===== config.mk =====
export PLATFORM = sky130hd
export DESIGN_NAME = uart_rx_frame_engine_flat
export DESIGN_NICKNAME = d
export VERILOG_FILES = /design/src/rtl/uart_rx_frame_engine_if.sv /design/src/rtl/uart_rx_frame_engine.sv /design/src/flat_wrapper.sv
export SDC_FILE = /design/constraint.sdc
export NUM_CORES = 1
export LEC_CHECK = 0
export BUFFER_PORTS_ARGS = -buffer_cell sky130_fd_sc_hd__buf_2
export CAP_MARGIN = 20
export CELL_PAD_IN_SITES_DETAIL_PLACEMENT = 1
export CELL_PAD_IN_SITES_GLOBAL_PLACEMENT = 2
export CORE_ASPECT_RATIO = 0.8
export CORE_MARGIN = 4
export CORE_UTILIZATION = 30
export CTS_BUF_LIST = sky130_fd_sc_hd__clkbuf_8
export CTS_CLUSTER_SIZE = 25
export DETAILED_ROUTE_END_ITERATION = 16
export GPL_TIMING_DRIVEN = 0
export PLACE_DENSITY = 0.7
export SYNTH_ARGS = -nofsm -noshare
export SYNTH_HDL_FRONTEND = slang
export SYNTH_SLANG_ARGS = --single-unit

===== constraint.sdc =====
create_clock -name UCLK -period 4.15 [get_ports UCLK]
set_input_delay 0.415 -clock UCLK [delete_from_list [all_inputs] [get_ports UCLK]]
set_output_delay 0.415 -clock UCLK [all_outputs]
set_load 0.02 [all_outputs]

===== src/rtl/uart_rx_frame_engine_if.sv =====
// Bundle between the UART RX framing engine and its sampler/consumer.
// master = framing engine, slave = sampler + APB register file side.
interface uart_rx_frame_engine_if #(
    parameter int unsigned DATA_WIDTH = 8
);
    logic                  sample_strobe;
    logic                  sampled_bit;
    logic                  parity_en;
    logic                  parity_odd;
    logic                  two_stop;
    logic                  rx_ready;
    logic [DATA_WIDTH-1:0] rx_data;
    logic                  rx_valid;
    logic                  parity_err;
    logic                  frame_err;
    logic                  break_det;
    logic                  overrun_err;
    logic                  busy;

    modport master (
        input  sample_strobe, sampled_bit, parity_en, parity_odd, two_stop, rx_ready,
        output rx_data, rx_valid, parity_err, frame_err, break_det, overrun_err, busy
    );

    modport slave (
        output sample_strobe, sampled_bit, parity_en, parity_odd, two_stop, rx_ready,
        input  rx_data, rx_valid, parity_err, frame_err, break_det, overrun_err, busy
    );
endinterface


===== src/rtl/uart_rx_frame_engine.sv =====
// UART receive framing engine: start/data/parity/stop tracking into a one-entry holding register.
// Optional break detection is enabled by defining UART_RX_BREAK_DETECT_EN.
module uart_rx_frame_engine #(
    parameter int unsigned DATA_WIDTH = 8
) (
    input logic                    UCLK,
    input logic                    reset,
    uart_rx_frame_engine_if.master bus
);
    localparam int unsigned CntW = $clog2(DATA_WIDTH + 1);

    typedef enum logic [2:0] {StIdle, StData, StParity, StStop1, StStop2} state_e;

    state_e                state_q, state_d;
    logic [CntW-1:0]       bit_cnt_q, bit_cnt_d;
    logic [DATA_WIDTH-1:0] shift_q, shift_d;
    logic                  par_pend_q, par_pend_d;
    logic                  frm_pend_q, frm_pend_d;
    logic [DATA_WIDTH-1:0] data_q, data_d;
    logic                  valid_q, valid_d;
    logic                  perr_q, perr_d;
    logic                  ferr_q, ferr_d;
    logic                  ovr_q, ovr_d;
    logic                  start;
    logic                  complete;
`ifdef UART_RX_BREAK_DETECT_EN
    logic                  zero_q, zero_d;     // every bit so far sampled 0
    logic                  brk_q, brk_d;
    logic                  brk_wait_q, brk_wait_d;
`endif

    always_comb begin
        state_d    = state_q;
        bit_cnt_d  = bit_cnt_q;
        shift_d    = shift_q;
        par_pend_d = par_pend_q;
        frm_pend_d = frm_pend_q;
        data_d     = data_q;
        valid_d    = valid_q;
        perr_d     = perr_q;
        ferr_d     = ferr_q;
        ovr_d      = 1'b0;
        start      = 1'b0;
        complete   = 1'b0;
`ifdef UART_RX_BREAK_DETECT_EN
        zero_d     = zero_q;
        brk_d      = brk_q;
        brk_wait_d = brk_wait_q;
        // After a break, the line must return to mark before a new start bit counts.
        if (state_q == StIdle && bus.sample_strobe) begin
            if (brk_wait_q) begin
                brk_wait_d = ~bus.sampled_bit;
            end else begin
                start = ~bus.sampled_bit;
            end
        end
`else
        start = (state_q == StIdle) && bus.sample_strobe && !bus.sampled_bit;
`endif

        unique case (state_q)
            StIdle: begin
                if (start) begin
                    state_d    = StData;
                    bit_cnt_d  = '0;
                    shift_d    = '0;
                    par_pend_d = 1'b0;
                    frm_pend_d = 1'b0;
`ifdef UART_RX_BREAK_DETECT_EN
                    zero_d     = 1'b1;
`endif
                end
            end
            StData: begin
                if (bus.sample_strobe) begin
                    for (int i = 0; i < DATA_WIDTH; i++) begin
                        if (bit_cnt_q == CntW'(i)) shift_d[i] = bus.sampled_bit;
                    end
                    bit_cnt_d = bit_cnt_q + CntW'(1);
`ifdef UART_RX_BREAK_DETECT_EN
                    zero_d = zero_q & ~bus.sampled_bit;
`endif
                    if (bit_cnt_q == CntW'(DATA_WIDTH - 1)) begin
                        state_d = bus.parity_en ? StParity : StStop1;
                    end
                end
            end
            StParity: begin
                if (bus.sample_strobe) begin
                    if (bus.sampled_bit != (^shift_q ^ bus.parity_odd)) par_pend_d = 1'b1;
`ifdef UART_RX_BREAK_DETECT_EN
                    zero_d = zero_q & ~bus.sampled_bit;
`endif
                    state_d = StStop1;
                end
            end
            StStop1: begin
                if (bus.sample_strobe) begin
                    if (!bus.sampled_bit) frm_pend_d = 1'b1;
`ifdef UART_RX_BREAK_DETECT_EN
                    zero_d = zero_q & ~bus.sampled_bit;
`endif
                    if (bus.two_stop) begin
                        state_d = StStop2;
                    end else begin
                        state_d  = StIdle;
                        complete = 1'b1;
                    end
                end
            end
            StStop2: begin
                if (bus.sample_strobe) begin
                    if (!bus.sampled_bit) frm_pend_d = 1'b1;
                    state_d  = StIdle;
                    complete = 1'b1;
                end
            end
            default: state_d = StIdle;
        endcase

        // A completion may reuse the slot being emptied in the same cycle.
        if (complete) begin
            if (!valid_q || bus.rx_ready) begin
                data_d  = shift_q;
                perr_d  = par_pend_d;
                ferr_d  = frm_pend_d;
                valid_d = 1'b1;
`ifdef UART_RX_BREAK_DETECT_EN
                brk_d   = zero_d;
`endif
            end else begin
                ovr_d = 1'b1;
            end
`ifdef UART_RX_BREAK_DETECT_EN
            brk_wait_d = zero_d;
`endif
        end else if (valid_q && bus.rx_ready) begin
            valid_d = 1'b0;
        end
    end

    always_ff @(posedge UCLK or posedge reset) begin
        if (reset) begin
            state_q    <= StIdle;
            bit_cnt_q  <= '0;
            shift_q    <= '0;
            par_pend_q <= 1'b0;
            frm_pend_q <= 1'b0;
            data_q     <= '0;
            valid_q    <= 1'b0;
            perr_q     <= 1'b0;
            ferr_q     <= 1'b0;
            ovr_q      <= 1'b0;
`ifdef UART_RX_BREAK_DETECT_EN
            zero_q     <= 1'b0;
            brk_q      <= 1'b0;
            brk_wait_q <= 1'b0;
`endif
        end else begin
            state_q    <= state_d;
            bit_cnt_q  <= bit_cnt_d;
            shift_q    <= shift_d;
            par_pend_q <= par_pend_d;
            frm_pend_q <= frm_pend_d;
            data_q     <= data_d;
            valid_q    <= valid_d;
            perr_q     <= perr_d;
            ferr_q     <= ferr_d;
            ovr_q      <= ovr_d;
`ifdef UART_RX_BREAK_DETECT_EN
            zero_q     <= zero_d;
            brk_q      <= brk_d;
            brk_wait_q <= brk_wait_d;
`endif
        end
    end

    assign bus.rx_data     = data_q;
    assign bus.rx_valid    = valid_q;
    assign bus.parity_err  = perr_q;
    assign bus.frame_err   = ferr_q;
    assign bus.overrun_err = ovr_q;
    assign bus.busy        = (state_q != StIdle);
`ifdef UART_RX_BREAK_DETECT_EN
    assign bus.break_det   = brk_q;
`else
    assign bus.break_det   = 1'b0;
`endif
endmodule


===== src/flat_wrapper.sv =====
// flat-port wrapper written by rule: the top's interface ports become plain ports
module uart_rx_frame_engine_flat 
#(
    parameter int unsigned DATA_WIDTH = 8
)
  (UCLK, reset, bus_sample_strobe, bus_sampled_bit, bus_parity_en, bus_parity_odd, bus_two_stop, bus_rx_ready, bus_rx_data, bus_rx_valid, bus_parity_err, bus_frame_err, bus_break_det, bus_overrun_err, bus_busy);
  uart_rx_frame_engine_if #(.DATA_WIDTH(DATA_WIDTH)) bus_i ();
  input logic UCLK;
  input logic reset;
  input wire logic [$bits(bus_i.sample_strobe)-1:0] bus_sample_strobe;
  input wire logic [$bits(bus_i.sampled_bit)-1:0] bus_sampled_bit;
  input wire logic [$bits(bus_i.parity_en)-1:0] bus_parity_en;
  input wire logic [$bits(bus_i.parity_odd)-1:0] bus_parity_odd;
  input wire logic [$bits(bus_i.two_stop)-1:0] bus_two_stop;
  input wire logic [$bits(bus_i.rx_ready)-1:0] bus_rx_ready;
  output wire logic [$bits(bus_i.rx_data)-1:0] bus_rx_data;
  output wire logic [$bits(bus_i.rx_valid)-1:0] bus_rx_valid;
  output wire logic [$bits(bus_i.parity_err)-1:0] bus_parity_err;
  output wire logic [$bits(bus_i.frame_err)-1:0] bus_frame_err;
  output wire logic [$bits(bus_i.break_det)-1:0] bus_break_det;
  output wire logic [$bits(bus_i.overrun_err)-1:0] bus_overrun_err;
  output wire logic [$bits(bus_i.busy)-1:0] bus_busy;
  assign bus_i.sample_strobe = bus_sample_strobe;
  assign bus_i.sampled_bit = bus_sampled_bit;
  assign bus_i.parity_en = bus_parity_en;
  assign bus_i.parity_odd = bus_parity_odd;
  assign bus_i.two_stop = bus_two_stop;
  assign bus_i.rx_ready = bus_rx_ready;
  assign bus_rx_data = bus_i.rx_data;
  assign bus_rx_valid = bus_i.rx_valid;
  assign bus_parity_err = bus_i.parity_err;
  assign bus_frame_err = bus_i.frame_err;
  assign bus_break_det = bus_i.break_det;
  assign bus_overrun_err = bus_i.overrun_err;
  assign bus_busy = bus_i.busy;
  uart_rx_frame_engine #(.DATA_WIDTH(DATA_WIDTH)) u_core (.UCLK(UCLK), .reset(reset), .bus(bus_i));
endmodule

==> results of run 1 <==
==> critical path, cell delays in order (launching register included) <==
cell	delay, ns
dfrtp_1	0.37
buf_4	0.18
and4bb_2	0.25
o211ai_1	0.27
buf_4	0.25
mux2_2	0.35
==> logic make-up after synthesis <==
family	count (synthesis)	share of synthesized area (%)
and+or+nand+nor	37	13.8
muxes	11	8.40
AOI/OAI and AO/OA	37	13.7
other	1	0.247
adders and majority gates	4	3.30
xor gates and xnor gates	10	6.67
DFF	29	47.8
buffers and inverters	18	6.09
==> cell usage after synthesis (2+ instances only) <==
master	instances	area (um2)
nand3_1	3	15.0
o211ai_1	2	15.0
dfrtp_1	29	726
nor2b_1	2	12.5
and4bb_2	2	25.0
a21oi_1	8	40.0
nor3_1	3	15.0
buf_4	3	22.5
ha_1	4	50.1
mux2_2	10	113
nand2b_1	4	25.0
o21ai_0	20	100
o31ai_1	2	15.0
nor2_1	7	26.3
o21a_1	2	15.0
xor2_1	3	26.3
nand2_1	8	30.0
nand3b_1	2	15.0
xnor2_1	6	52.6
inv_1	9	33.8
buf_2	5	25.0
==> worst max-delay path by stage <==
stage | startpoint | to | slack [ns]
global route | u_core.state_q[2] | bus_busy | 2.28
detailed placement | bus_sampled_bit | u_core.shift_q[5] | 2.37
global placement | bus_sampled_bit | u_core.shift_q[7] | 2.46
CTS | u_core.state_q[2] | u_core.bus.rx_data[5] | 2.36
finish | u_core.state_q[2] | u_core.bus.rx_data[2] | 2.38
floorplan | u_core.state_q[2] | u_core.bus.frame_err | 2.62
==> power by group through the flow <==
stage	registers, mW	clock network, mW	logic (mW)
6_report	0.428	0.302	0.468
2_1_floorplan	0.428	0	0.343
5_1_grt	0.442	0.320	0.527
3_5_place_dp	0.434	0	0.467
3_3_place_gp	0.428	0	0.450
4_1_cts	0.430	0.309	0.475
==> metal layers <==
layer | vias to the layer above | global-route usage, %
met1 | 572 | 17.4
met2 | 13 | 20.9
met5 | - | 0
met4 | 0 | 3.58
li1 | 560 | -
met3 | 2 | 3.79
==> layout make-up <==
class / instances / area (um2) / share of cell area, %
Timing Repair Buffer: 19 / 118 / 6.43
Clock buffer: 6 / 82.6 / 4.52
Clock inverter: 2 / 33.8 / 1.85
Multi-Input combinational cell: 100 / 701 / 38.3
Tap cell: 60 / 75.1 / 4.11
Buffer: 9 / 58.8 / 3.22
Inverter: 9 / 33.8 / 1.85
Sequential cell: 29 / 726 / 39.7
==> metrics by stage <==
step,total power [mW],std cells,area [um2],hold WS [ns]
final,1.20,234,1830,0.186
after global routing,1.29,234,1830,0.222
after CTS,1.21,234,1830,0.201
after detailed placement,0.901,226,1710,0.479
after global placement,0.877,225,1680,0.458
after floorplan,0.771,147,1520,0.447
==> state kept, by name, indices dropped and copies added, names as in the netlist, 3 cells and up <==
signal	flops
u_core.state_q	3
u_core.shift_q	8
u_core.bit_cnt_q	4
u_core.bus.rx_data	8
==> cell usage in the layout (no fill, tap or decap), types with 3 or more instances in the layout <==
cell type and instances:
buf_4 3, clkbuf_8 6, mux2_2 10, nand3_1 3, xor2_1 3, xnor2_1 6, ha_1 4, nand2_1 8
nor3_1 3, a21oi_1 8, nand2b_1 4, o21ai_0 20, inv_1 10, nor2_1 7, buf_2 23, dfrtp_1 29
==> results.toml, run 1 <==
[run_status]
status = "complete, no violations"

[cts]
cts_made_buffers = 5
h-tree-depth = 2
clk_latency_ns = 0.28
cts_sinks = 29
cts_tree = "built"
hold_buffers = 0
path_clk_slew_ns = 0.06
post_cts_buffers = 0
cts_buffer_depth = 2
cts_root_buffer = "clkbuf_8"
cts.repair.resized = 0

[global_route]
antenna_found_initial = 0
grt_usage_pct = 13.2
first_global_vias = 1232
grt_overflow = 0
grt_max_degree = 18
grt_pass1_wl_mm = 6.35

[finish]
syn_to_final_growth_pct = 20.3
nNetsFinal = 185
num_antenna_cells = 0
drive_above_1_share_pct = 28.2
n_fill_cell = 543
utilization_pct = 38.6

[synthesis]
synth.avg_cell_area_um2 = 10.3
ys.flop_type = "dfrtp_1"
yosysSeqAreaShare_pct = 47.8
synth_cell_type_count = 34
syn_inst = 147
async_reset_ff_share_pct = 100
synth_seq_cells = 29
syn_nets = 159
synth_edf_count = 0
ys.warnings.count = 0
synth_area_mm2 = 0.00152

[detailed_routing]
drt_iter0_markers = 35
wl_met1_mm = 1.70
vias = 1147
drt-pass1-iter-count = 4
wire_per_inst_um = 15.6
ant_nets = 0
drc = 0
top_layer = "met4"
via_per_inst = 4.90
dr_wl_met2_mm = 1.79
wirelength_mm = 3.64
dr_wl_met3_um = 134

[power]
cellPowerDensity_mw_per_mm2 = 655
seqPwrFrac_pct = 35.7
leakagePower_nw = 0.890
clkPwrFrac_pct = 25.2
p_int_mw = 0.763
p_comb_share_pct = 39.0
p_sw_share_pct = 36.2
p_sw_mw = 0.434
peakVddDrop_mv = 0.221

[job]
maxCapViolCount = 0

[sta]
hold_viol_final = 0
skew_ns = 0.00505
fin_crit_ns = 1.77
setup_viol = 0
rsz0062_at_grt = "no"
worst_slack_ns = 2.38
max_freq_ghz = 0.564
worst_slew_pin_slew_ns = 0.643
setup_tns_ns = 0
max-slew-margin-rel_pct = 56.7
finalCritPeriodShare_pct = 42.7
timing_max_transition_violations_final = 0

[worst_setup_path]
r2r_cells = 5
r2r-start = "u_core.state_q[2]"
worstReg2RegEnd = "u_core.bus.rx_data[2]"
start_kind = "flip-flop"
path_max_fanout = 10
r2r_slack_ns = 2.38
cp_data_arrival_time_ns = 1.93
endpoint_kind = "flip-flop"
required_ns = 4.31
worstSetupPathType = "reg -> reg"

[hold_path]
hold_path_class = "in -> async"

[placed_design]
gp_congestion = 0.777
post-dp-hpwl_mm = 2.79
dp_slack_ns = 2.37
io_buffers = 18

[floorplanning]
die_h_um = 71.6
num_io_pins = 22
initial_core_util_pct = 32.1
fp.dieArea_mm2 = 0.00627
die-width_um = 87.6
coreArea_mm2 = 0.00473
num_rows = 22
No activity file was read; power rests on OpenSTA's default activity.
==> inputs of run 2 (changes only) <==
--- a/config.mk
+++ b/config.mk
@@ -16,7 +16,7 @@
 export CTS_CLUSTER_SIZE = 25
 export DETAILED_ROUTE_END_ITERATION = 16
 export GPL_TIMING_DRIVEN = 0
-export PLACE_DENSITY = 0.7
+export PLACE_DENSITY = 0.73
 export SYNTH_ARGS = -nofsm -noshare
 export SYNTH_HDL_FRONTEND = slang
 export SYNTH_SLANG_ARGS = --single-unit
==> constraint.sdc (replaced) <==
create_clock -name UCLK -period 1.5 [get_ports UCLK]
set_input_delay 0.15 -clock UCLK [delete_from_list [all_inputs] [get_ports UCLK]]
set_output_delay 0.15 -clock UCLK [all_outputs]
set_load 0.02 [all_outputs]
==> run 2 against run 1 <==
  * The flow now finishes with violations (negative setup slack)
  * Worst setup slack lost 2.5 ns
  * Final cell count grew 7.3%
  * Combinational power grew to 3.7 times the previous value
  * Power grew to 3.3 times the previous value
  * Maximum frequency grew 7.8%
  * Register-to-register slack lost 2.5 ns
  * Core utilization grew 7.6 points
  * Clock-buffer cell count shrank 1
  * Clock power grew to 3.3 times the previous value
==> results.toml, run 2 (same netlist as run 1, synthesis figures left out) <==
[run_status]
status = "finished, violations left"
violations = "negative setup slack"

[worst_setup_path]
path_cells = "buf_6 -> and4bb_2 -> o211ai_1 -> buf_4 -> buf_8 -> mux2_4"
required_ns = 1.67
r2r_slack_ns = -0.14
path_max_fanout = 5
cp_data_arrival_time_ns = 1.81
cpMaxStageDelayCell = "dfrtp_1"
start_kind = "flip-flop"
slowest_delay_ns = 0.41
worstSetupPathType = "reg -> reg"
endpoint_kind = "flip-flop"

[global_route]
grt_usage_pct = 13.6
first_global_vias = 1291
grt_pass1_wl_mm = 6.53
antenna_found_initial = 0
grt_max_degree = 18
grt_overflow = 0

[job]
maxCapViolCount = 0

[finish]
final_common_cell = "dfrtp_1"
fin_cells = 251
nNetsFinal = 202
drive_above_1_share_pct = 48.2
num_antenna_cells = 0
most-common-layout-cells = "27 x dfrtp_1, 20 x buf_2, 17 x buf_4"
syn_to_final_growth_pct = 44.1

[sta]
skew_ns = 0.0115
fin_crit_ns = 1.64
finalCritPeriodShare_pct = 110
max_freq_ghz = 0.608
max-slew-margin-rel_pct = 62.5
hold_viol_final = 0
rsz0062_at_grt = "yes"
worst_slack_ns = -0.144
setup_viol = 20
timing_max_transition_violations_final = 0
worst_slew_pin_slew_ns = 0.562

[detailed_routing]
vias = 1252
wire_per_inst_um = 18.2
drt-pass1-iter-count = 4
via_per_inst = 4.99
ant_nets = 0
wirelength_mm = 4.56
drt_iter0_markers = 43
drc = 0

[floorplanning]
num_io_pins = 22
die-width_um = 87.6
num_rows = 22
initial_core_util_pct = 32.1
die_h_um = 71.6
coreArea_mm2 = 0.00473
fp.dieArea_mm2 = 0.00627

[cts]
cts_root_buffer = "clkbuf_8"
cts_buffer_depth = 2
h-tree-depth = 2
cts_made_buffers = 5
cts_tree = "built"
clk_latency_ns = 0.30
cts_sinks = 29
path_clk_slew_ns = 0.06

[power]
leakagePower_nw = 1.05
cellPowerDensity_mw_per_mm2 = 1810
peakVddDrop_mv = 0.671
p_total_mw = 3.96

[placed_design]
post-dp-hpwl_mm = 2.80
io_buffers = 18
gp_congestion = 0.784
dp.cells = 226

[hold_path]
hold_path_class = "in -> reg"
-- run 2: cell count changes in the layout (fill, tap and decap cells not counted), moves of 3 or more --
cell,delta
a21oi_1,-3
mux2_2,-9
o21ai_0,-17
buf_2,-3
buf_6,+4
buf_4,+14
o21ai_2,+6
o21ai_1,+11
mux2_4,+9
-- run 2: per-layer routing --
metal  wire length, um  share of wire, %  global-route usage (%)
met3               165               3.6                    4.14
met5                 0                 0                       0
met1              1950                43                    17.5
met4                44              0.96                    4.09
met2              2400                53                    22.0
-- run 2: worst max-delay path, delay by kind of cell, from the launching register on --
kind	cells	cell delay, ns
buffers and inverters	3	0.44
DFF	1	0.41
AOI/OAI and AO/OA	1	0.08
and+or+nand+nor	1	0.29
muxes	1	0.30
-- run 2: stage by stage --
| stage | cell area, um2 | utilization [%] | TNS [ns] | setup slack (ns) | hold slack (ns) |
|---|---|---|---|---|---|
| 5_1_grt | 2190 | 46.2 | -3.12 | -0.209 | 0.135 |
| 2_1_floorplan | 1520 | - | -0.204 | -0.0250 | 0.228 |
| 6_report | 2190 | 46.2 | -1.85 | -0.144 | 0.143 |
| 3_3_place_gp | 1690 | 35.7 | -1.69 | -0.168 | 0.434 |
| 3_5_place_dp | 1720 | 36.2 | -2.46 | -0.236 | 0.226 |
| 4_1_cts | 1980 | 41.9 | -1.89 | -0.148 | 0.146 |
-- run 2: power breakdown --
group / internal, mW / switching [mW]
Clock: 0.660 / 0.331
Combinational: 0.803 / 0.932
Sequential: 0.987 / 0.250
Total: 2.45 / 1.51
-- run 2: cell type report --
cell class	instances	area, um2
Fill cell	528	2550
Tap cell	60	75.1
Clock inverter	3	65.1
Sequential cell	29	728
Inverter	9	33.8
Multi-Input combinational cell	100	881
Clock buffer	5	68.8
Buffer	8	73.8
Timing Repair Buffer	37	263
-- run 2: path summary, 6_finish.rpt --
path | cells after the start | to | start
max | 6 | u_core.bus.rx_data[1] | u_core.state_q[2]
min | 3 | u_core.state_q[2] | bus_two_stop
max reg2reg | 6 | u_core.bus.rx_data[1] | u_core.state_q[2]
min reg2reg | 1 | u_core.bus.frame_err | u_core.bus.frame_err
max in group asynchronous | 4 | u_core.bus.rx_data[1] | reset
min in group asynchronous | 3 | u_core.bus.rx_data[4] | reset
-- run 2: repair_timing --
action	in CTS	in global routing
setup endpoints to repair	23	23
resized for setup	25	46
setup buffers	4	11
pin swaps	1	10
cloned	1	1
hold buffers	1	0
endpoints found under the hold margin	12	0
==> inputs of run 3 (changes only) <==
--- a/config.mk
+++ b/config.mk
@@ -9,7 +9,7 @@
 export CAP_MARGIN = 20
 export CELL_PAD_IN_SITES_DETAIL_PLACEMENT = 1
 export CELL_PAD_IN_SITES_GLOBAL_PLACEMENT = 2
-export CORE_ASPECT_RATIO = 0.8
+export CORE_ASPECT_RATIO = 1.25
 export CORE_MARGIN = 4
 export CORE_UTILIZATION = 30
 export CTS_BUF_LIST = sky130_fd_sc_hd__clkbuf_8
==> run 3 against run 2 <==
  * Clock skew decreased by 0.0062 ns
  * Final cell count is 2.4% lower
  * Register-to-register slack got worse by 0.04 ns
  * Critical path depth did not move
  * The run still ends with negative setup slack left
  * Core utilization decreased by 2.7 points
  * Clock-buffer cell count is the same
  * Largest power group unchanged
  * Power down 8.6%
  * Combinational power increased by 4%
==> results.toml, run 3 (same netlist as run 1, synthesis figures left out) <==
[power]
leakagePower_nw = 0.981
p_sw_share_pct = 40.8
p_comb_share_pct = 49.9
clkPwrFrac_pct = 16.7
peakVddDrop_mv = 0.436
p_int_mw = 2.14
cellPowerDensity_mw_per_mm2 = 1720
p_total_mw = 3.62
p_sw_mw = 1.48
seqPwrFrac_pct = 33.4

[sta]
max_freq_ghz = 0.594
skew_ns = 0.00540
holdWs_ns = 0.153
fin_crit_ns = 1.68
max-slew-margin-rel_pct = 57.7
finalCritPeriodShare_pct = 112
rsz0062_at_grt = "yes"
setup_viol = 19
hold_viol_final = 0
timing_max_transition_violations_final = 0
worst_slew_pin_slew_ns = 0.633
worst_slack_ns = -0.183

[floorplanning]
die_h_um = 87.6
fp.dieArea_mm2 = 0.00627
die-width_um = 71.6
coreArea_mm2 = 0.00483
num_rows = 28
initial_core_util_pct = 31.4
num_io_pins = 22

[finish]
drive_above_1_share_pct = 47.6
nNetsFinal = 196
num_antenna_cells = 0
fin_cells = 245
utilization_pct = 43.5
syn_to_final_growth_pct = 38.5
final_common_cell = "dfrtp_1"
most-common-layout-cells = "27 x dfrtp_1, 21 x buf_2, 10 x inv_1"

[worst_setup_path]
path_max_fanout = 2
worstSetupPathType = "reg -> reg"
required_ns = 1.66
cp_data_arrival_time_ns = 1.85
cpMaxStageDelayCell = "dfrtp_1"
start_kind = "flip-flop"
slowest_delay_ns = 0.40
path_cells = "buf_4 -> or3b_1 -> buf_6 -> a21oi_4 -> a211oi_2 -> mux2_4"
endpoint_kind = "flip-flop"

[run_status]
status = "finished, violations left"
violations = "negative setup slack"

[detailed_routing]
drt-pass1-iter-count = 2
vias = 1218
via_per_inst = 4.97
drc = 0
drt_iter0_markers = 52
ant_nets = 0
wire_per_inst_um = 16.6
wirelength_mm = 4.06

[global_route]
grt_pass1_wl_mm = 6.76
grt_max_degree = 20
grt_usage_pct = 13.8
first_global_vias = 1344
grt_overflow = 0
antenna_found_initial = 0

[placed_design]
gp_congestion = 0.724
dp.cells = 226
post-dp-hpwl_mm = 2.76
io_buffers = 18

[job]
maxCapViolCount = 0

[cts]
cts_buffer_depth = 2
cts_sinks = 29
h-tree-depth = 2
cts_root_buffer = "clkbuf_8"
cts_tree = "built"
clk_latency_ns = 0.28
cts_made_buffers = 5
path_clk_slew_ns = 0.06

[hold_path]
hold_path_class = "in -> reg"
==> run 3: changes by cell type in the layout (fill, tap and decap cells not counted), sizes merged <==
cell    change
buf         -7
bufinv      -2
clkbuf      +1
clkinv      +1
inv         +1
==> run 3: cell type report <==
type                    count  area, um2
fillers                   540       2730
multi-input cells         100        887
flip-flops and latches     29        728
repair buffers             30        215
plain buffers               9       81.3
well taps                  60       75.1
clock buffers               5       68.8
inverters                   9       33.8
clock inverters             3       13.8
==> run 3: what timing repair did <==
| item | 4_1_cts | 5_1_grt |
|---|---|---|
| setup buffers | 8 | 1 |
| gates resized for setup | 45 | 25 |
| hold buffers | 1 | 0 |
| setup endpoints to repair | 19 | 24 |
| hold endpoints to repair | 10 | 0 |
| pin swaps | 4 | 6 |
| gates cloned | 2 | 0 |
==> run 3: final timing paths <==
path                                               end              start  cells after the start  slack (ns)
worst max-delay path                 u_core.state_q[0]  u_core.state_q[2]                      6       -0.18
worst min-delay path            u_core.bus.overrun_err       bus_rx_ready                      3        0.15
worst max register to register       u_core.state_q[0]  u_core.state_q[2]                      6       -0.18
worst min register to register       u_core.par_pend_q  u_core.par_pend_q                      2        0.49
max in group asynchronous            u_core.shift_q[2]              reset                      4        0.56
min in group asynchronous        u_core.bus.rx_data[4]              reset                      3        0.46
==> run 3: routing by layer <==
layer  part of all wire, %  GRT usage [%]  vias up  wire (um)
li1                      -              -      581          -
met1                    40           15.3      615       1600
met2                    57           25.9       14       2290
met3                   2.6           3.10        8        105
met4                   1.4           4.62        0         55
met5                     0              0        -          0
==> run 3: through the flow <==
| step | setup WS (ns) | setup TNS, ns | instance area, um2 |
|---|---|---|---|
| final | -0.183 | -1.93 | 2100 |
| after detailed placement | -0.209 | -2.02 | 1720 |
| after floorplan | -0.0250 | -0.204 | 1520 |
| after global placement | -0.184 | -1.70 | 1690 |
| after global routing | -0.254 | -3.20 | 2100 |
| after CTS | -0.185 | -1.78 | 2000 |
==> run 3: critical path, delay by kind of cell, from the launching register on <==
family	cells	cell delay, ns
buffers and inverters	2	0.28
flip-flops	1	0.40
AND/OR/NAND/NOR	1	0.35
multiplexers	1	0.31
AO/OA/AOI/OAI	2	0.23
==> run 3: power groups by stage <==
stage	Clock (mW)	Sequential, mW	Combinational [mW]
5_1_grt	0.666	1.25	1.96
3_3_place_gp	0	1.17	1.25
2_1_floorplan	0	1.18	0.951
6_report	0.605	1.21	1.81
3_5_place_dp	0	1.19	1.31
4_1_cts	0.623	1.19	1.59
